**src/rtl/sprite_blit_writer.sv**
```systemverilog
// Streams a row-major sprite into the frame-buffer write port at (dst_x, dst_y),
// clipping off-screen pixels and skipping the transparent colour key.
module sprite_blit_writer #(
  parameter int                    DATA_WIDTH  = 12,
  parameter int                    ADDR_WIDTH  = 20,
  parameter int                    FB_WIDTH    = 320,
  parameter int                    FB_HEIGHT   = 240,
  parameter int                    DIM_WIDTH   = 10,
  parameter logic [DATA_WIDTH-1:0] TRANSPARENT = 12'h0F0
) (
  input  logic                  clk,
  input  logic                  reset_n,
  input  logic                  start,
  input  logic [DIM_WIDTH-1:0]  dst_x,
  input  logic [DIM_WIDTH-1:0]  dst_y,
  input  logic [DIM_WIDTH-1:0]  spr_w,
  input  logic [DIM_WIDTH-1:0]  spr_h,
  input  logic                  pix_valid,
  input  logic [DATA_WIDTH-1:0] pix_data,
  output logic                  pix_ready,
  output logic                  busy,
  output logic                  done,
  output logic                  we,
  output logic [ADDR_WIDTH-1:0] waddr,
  output logic [DATA_WIDTH-1:0] wdata
);

  typedef enum logic [1:0] {IDLE, RUN, FIN} state_t;

  localparam logic [DIM_WIDTH-1:0]  ONE_D  = DIM_WIDTH'(1);
  localparam logic [DIM_WIDTH:0]    FB_W_C = (DIM_WIDTH+1)'(FB_WIDTH);
  localparam logic [DIM_WIDTH:0]    FB_H_C = (DIM_WIDTH+1)'(FB_HEIGHT);
  localparam logic [ADDR_WIDTH-1:0] STRIDE = ADDR_WIDTH'(FB_WIDTH);

  state_t               state;
  logic [DIM_WIDTH-1:0] x0, y0, w_m1, h_m1;
  logic [DIM_WIDTH-1:0] col, row;

  logic                  xfer;
  logic [DIM_WIDTH:0]    px, py;
  logic                  visible, opaque, last_col, last_pix;
  logic [ADDR_WIDTH-1:0] addr_calc;

  // One extra bit on the pixel coordinates so sprites hanging past the
  // right/bottom edge never wrap back onto the screen.
  always_comb begin
    xfer      = pix_valid && pix_ready;
    px        = {1'b0, x0} + {1'b0, col};
    py        = {1'b0, y0} + {1'b0, row};
    visible   = (px < FB_W_C) && (py < FB_H_C);
    opaque    = (pix_data != TRANSPARENT);
    last_col  = (col == w_m1);
    last_pix  = last_col && (row == h_m1);
    addr_calc = ADDR_WIDTH'(py) * STRIDE + ADDR_WIDTH'(px);
  end

  always_ff @(posedge clk or negedge reset_n) begin
    if (!reset_n) begin
      state     <= IDLE;
      pix_ready <= 1'b0;
      busy      <= 1'b0;
      done      <= 1'b0;
      we        <= 1'b0;
      waddr     <= '0;
      wdata     <= '0;
      x0        <= '0;
      y0        <= '0;
      w_m1      <= '0;
      h_m1      <= '0;
      col       <= '0;
      row       <= '0;
    end else begin
      done <= 1'b0;
      we   <= 1'b0;
      case (state)
        IDLE: begin
          // The cycle done is high is the tail of the previous blit: drop busy
          // and refuse any start request that coincides with it.
          if (done) begin
            busy <= 1'b0;
          end else if (start) begin
            x0   <= dst_x;
            y0   <= dst_y;
            w_m1 <= spr_w - ONE_D;
            h_m1 <= spr_h - ONE_D;
            col  <= '0;
            row  <= '0;
            busy <= 1'b1;
            if (spr_w == '0 || spr_h == '0) begin
              state <= FIN;
            end else begin
              state     <= RUN;
              pix_ready <= 1'b1;
            end
          end
        end
        RUN: begin
          if (xfer) begin
            if (visible && opaque) begin
              we    <= 1'b1;
              waddr <= addr_calc;
              wdata <= pix_data;
            end
            if (last_col) begin
              col <= '0;
              row <= row + ONE_D;
            end else begin
              col <= col + ONE_D;
            end
            if (last_pix) begin
              state     <= FIN;
              pix_ready <= 1'b0;
            end
          end
        end
        FIN: begin
          done  <= 1'b1;
          state <= IDLE;
        end
        default: state <= IDLE;
      endcase
    end
  end

endmodule

```
**config.mk**
```make
export PLATFORM = sky130hd
export DESIGN_NAME = sprite_blit_writer
export DESIGN_NICKNAME = d
export VERILOG_FILES = /design/src/rtl/sprite_blit_writer.sv
export SDC_FILE = /design/constraint.sdc
export NUM_CORES = 1
export LEC_CHECK = 0
export BUFFER_PORTS_ARGS = -buffer_cell sky130_fd_sc_hd__buf_2
export CAP_MARGIN = 30
export CORE_MARGIN = 1.5
export CORE_UTILIZATION = 29
export DETAILED_ROUTE_END_ITERATION = 8
export PLACE_DENSITY_LB_ADDON = 0.12
export SYNTH_ARGS = -nofsm -noshare
export SYNTH_HDL_FRONTEND = slang
export SYNTH_SLANG_ARGS = --single-unit
```
**constraint.sdc**
```tcl
create_clock -name clk -period 4.5 [get_ports clk]
set_clock_uncertainty 0.05 [all_clocks]
set_input_delay 1.125 -clock clk [delete_from_list [all_inputs] [get_ports clk]]
set_output_delay 1.125 -clock clk [all_outputs]
set_load 0.05 [all_outputs]
```
==> impl_metrics.csv <==
group,metric,value,unit
run_status,status,"finished clean",
final_layout,n_antenna_cell,0,
power,p_leak,3.73,nW
final_layout,fin_cells,1013,
clock_network,post_cts_resized,0,
timing,worst_pin_slew,0.769,ns
routing,totalWireLength,13600,um
global_route,grt_pass1_wl,22600,um
synth,synth_mux_area_share,6.06,%
routing,post_drt_wl_per_cell,13.5,um
power,pwr-share-seq,49.3,%
hold_path,hold_depth,1,
synth,netlist_instances,638,
worst_setup_path,arrival,4.36,ns
timing,setup_viol,0,
timing,min_period,4.18,ns
worst_setup_path,cp_max_fo,6,
global_route,gr-total-overflow,0,
synth,synth_common_cells,"nand2_1, dfrtp_1, xnor2_1",
placement,io_buffers,91,
worst_setup_path,required,4.68,ns
placement,gp_congestion,0.763,
worst_setup_path,reg2reg_slack,0.32,ns
synth,syn_area,6070,sq um
clock_network,clock_tree.buffer_depth,2,
floorplan,die_w,148,um
synth,yosysSeqAreaShare,40.4,%
power,power.switching,0.376,mW
routing,drt_iter0_drc,153,
synth,synth_top_area_share,40.4,%
timing,fmax,0.239,GHz
worst_setup_path,reg2reg_depth,16,
routing,dr.pass1.iters,5,
clock_network,numCtsBuffers,9,
final_layout,regArea,2450,sq um
clock_network,cts_hold_buf,0,
synth,ys_seq_elements,98,
synth,yosysMostFrequentCell,"nand2_1",
placement,dp.cells,997,
floorplan,rows,52,
synth,synth_top_family_by_area,"simple AND/OR/NAND/NOR gates",
hold_path,hp-class,"reg2reg",
global_route,grt_use_total,13.0,%
floorplan,ios,92,
clock_network,postCtsSetupBuffers,0,
power,pwr-share-comb,3.7,%
power,peakVddDrop,0.148,mV
routing,vias,4655,
routing,ant_nets,0,
worst_setup_path,critical_path_class,"reg2reg",
floorplan,die_height,148,um
synth,synthSimpleGateAreaFrac,18.0,%
power,switching_share,21.0,%
routing,via_per_inst,4.60,
synth,yosys-top-cells-area,"dfrtp_1, ha_1, xnor2_1",
synth,yosys.area_share.adder,10.8,%
global_route,grt_pass1_vias,4661,
global_route,antenna_found_initial,0,
floorplan,initial_core_util,29.8,%
clock_network,clock_latency,0.35,ns
power,finalPower,1.79,mW
final_layout,final_util,35.5,%
synth,ys_types,50,
clock_network,cts_htree_levels,3,
synth,syn_nets,743,
synth,async_reset_ff_share,100,%
worst_setup_path,cp-start-kind,"flop",
hold_path,hold_end,"waddr[12]$_DFFE_PN0P_",
synth,syn_area_per_cell,9.52,sq um
final_layout,fin_nets,843,
floorplan,core_area,20400,sq um
timing,period_share,92.9,%
placement,hpwl,10800,um
power,cellInternalPower,1.41,mW
clock_network,clk_pin_slew,0.07,ns
synth,synth_compound_area_share,10.9,%
worst_setup_path,r2r_end,"waddr[18]$_DFFE_PN0P_",
clock_network,cts_sinks,98,
timing,fin_setup_tns,0,ns
clock_network,cts_root_buf,"clkbuf_16",
final_layout,drive_gt1_share,21.1,%
timing,slew_violations,0,
synth,ys.flop_type,"dfrtp_1",
worst_setup_path,worstReg2RegStart,"row[3]$_DFFE_PN0P_",
hold_path,min_from,"waddr[12]$_DFFE_PN0P_",
final_layout,final.fill_count,2105,
power,clkPwrFrac,47.0,%
timing,hold_viol_final,0,
timing,relSlewSlack,48.7,%
global_route,grt_max_degree,56,
job,maxCapViolCount,0,
routing,drc,0,
synth,ys_warn_count,0,
synth,synth_edf_count,0,
power,power.density,247,nW/um^2
synth,synth-xor-area-share,11.2,%
clock_network,cts_tree,"done",
synth,synth_largest_area_cell,"dfrtp_1",
final_layout,multi_input_area,3490,sq um
final_layout,syn_to_final_growth,19.2,%
floorplan,dieArea,21800,sq um
timing,rsz0062_at_grt,"false",
worst_setup_path,end_kind,"flop",
==> worst max-delay path by stage <==
stage               cells past startpoint  slack [ns]                from                    end
floorplan                              17        0.34  row[0]$_DFFE_PN0P_  waddr[17]$_DFFE_PN0P_
detailed placement                     17        0.18   y0[0]$_DFFE_PN0P_  waddr[18]$_DFFE_PN0P_
global placement                       17        0.19   y0[0]$_DFFE_PN0P_  waddr[18]$_DFFE_PN0P_
CTS                                    17        0.13   y0[0]$_DFFE_PN0P_  waddr[18]$_DFFE_PN0P_
finish                                 16        0.32  row[3]$_DFFE_PN0P_  waddr[18]$_DFFE_PN0P_
global route                           17       0.008  row[3]$_DFFE_PN0P_  waddr[18]$_DFFE_PN0P_
==> critical path, stage by stage (launching register included) <==
cell      delay, ns
dfrtp_1        0.46
ha_1           0.37
and3_1         0.22
a22o_1         0.27
o41ai_2        0.25
xor2_1         0.25
inv_1          0.09
ha_1           0.30
ha_1           0.37
and2_1         0.18
o21ai_0        0.20
a31oi_1        0.14
xnor2_1        0.16
xnor2_1        0.22
nand4b_1       0.14
xnor2_1        0.15
mux2_2         0.25
==> layout by cell type, fill, tap and decap left out, types with 4 or more instances in the layout <==
master     count
a21o_1         9
a21oi_1       19
a31oi_1        6
and2_1         4
and3_1         5
buf_2         90
buf_4         12
clkbuf_16      9
dfrtp_1       97
fa_1           4
ha_1          45
inv_1         24
mux2_2        28
nand2_1      108
nand2b_1       6
nand3_1       12
nand4_1        7
nor2_1        43
nor2b_1        7
nor3_1        12
nor4_1         6
o21ai_0       45
o21bai_1       4
or3_1          4
xnor2_1       47
xor2_1        29
==> through the flow <==
step	cell area [sq um]	worst slack, ns	hold slack (ns)
after floorplan	6070	0.345	0.402
after CTS	7200	0.131	0.436
final	7240	0.318	0.432
after global routing	7240	0.00754	0.470
after global placement	6880	0.190	0.416
after detailed placement	6880	0.183	0.421
==> cells by family after synthesis <==
kind of cell | Yosys count
compound gates | 107
xor+xnor | 78
fa+ha+maj | 50
buf+inv | 37
flops | 98
mux | 33
simple gates | 235
==> cell type report <==
cell class / count / share of cell area [%]
Timing Repair Buffer: 102 / 7.47
Multi-Input combinational cell: 503 / 48.3
Inverter: 24 / 1.24
Clock buffer: 12 / 3.41
Tap cell: 270 / 4.67
Clock inverter: 4 / 1.02
Sequential cell: 98 / 33.9
==> per-layer routing <==
layer / track usage [%] / share of wire [%] / vias up
li1: - / - / 2400
met1: 17.8 / 51 / 2167
met2: 20.7 / 45 / 76
met3: 1.88 / 2.9 / 12
met4: 4.70 / 1.5 / 0
met5: 0 / 0 / -
==> sequential cells by signal, indices dropped and copies added (netlist names) <==
name       count
x0            10
done           1
y0            10
col           10
waddr         20
we             1
wdata         12
w_m1          10
h_m1          10
row           10
pix_ready      1
busy           1
state          2
==> power by group through the flow <==
| stage | clock [mW] | combinational [mW] | sequential, mW |
|---|---|---|---|
| 5_1_grt | 0.912 | 0.0756 | 0.880 |
| 3_3_place_gp | 0 | 0.0671 | 0.897 |
| 2_1_floorplan | 0 | 0.0143 | 0.898 |
| 6_report | 0.841 | 0.0662 | 0.880 |
| 4_1_cts | 0.872 | 0.0692 | 0.880 |
| 3_5_place_dp | 0 | 0.0690 | 0.897 |
Power figures use the tool's default switching activity.
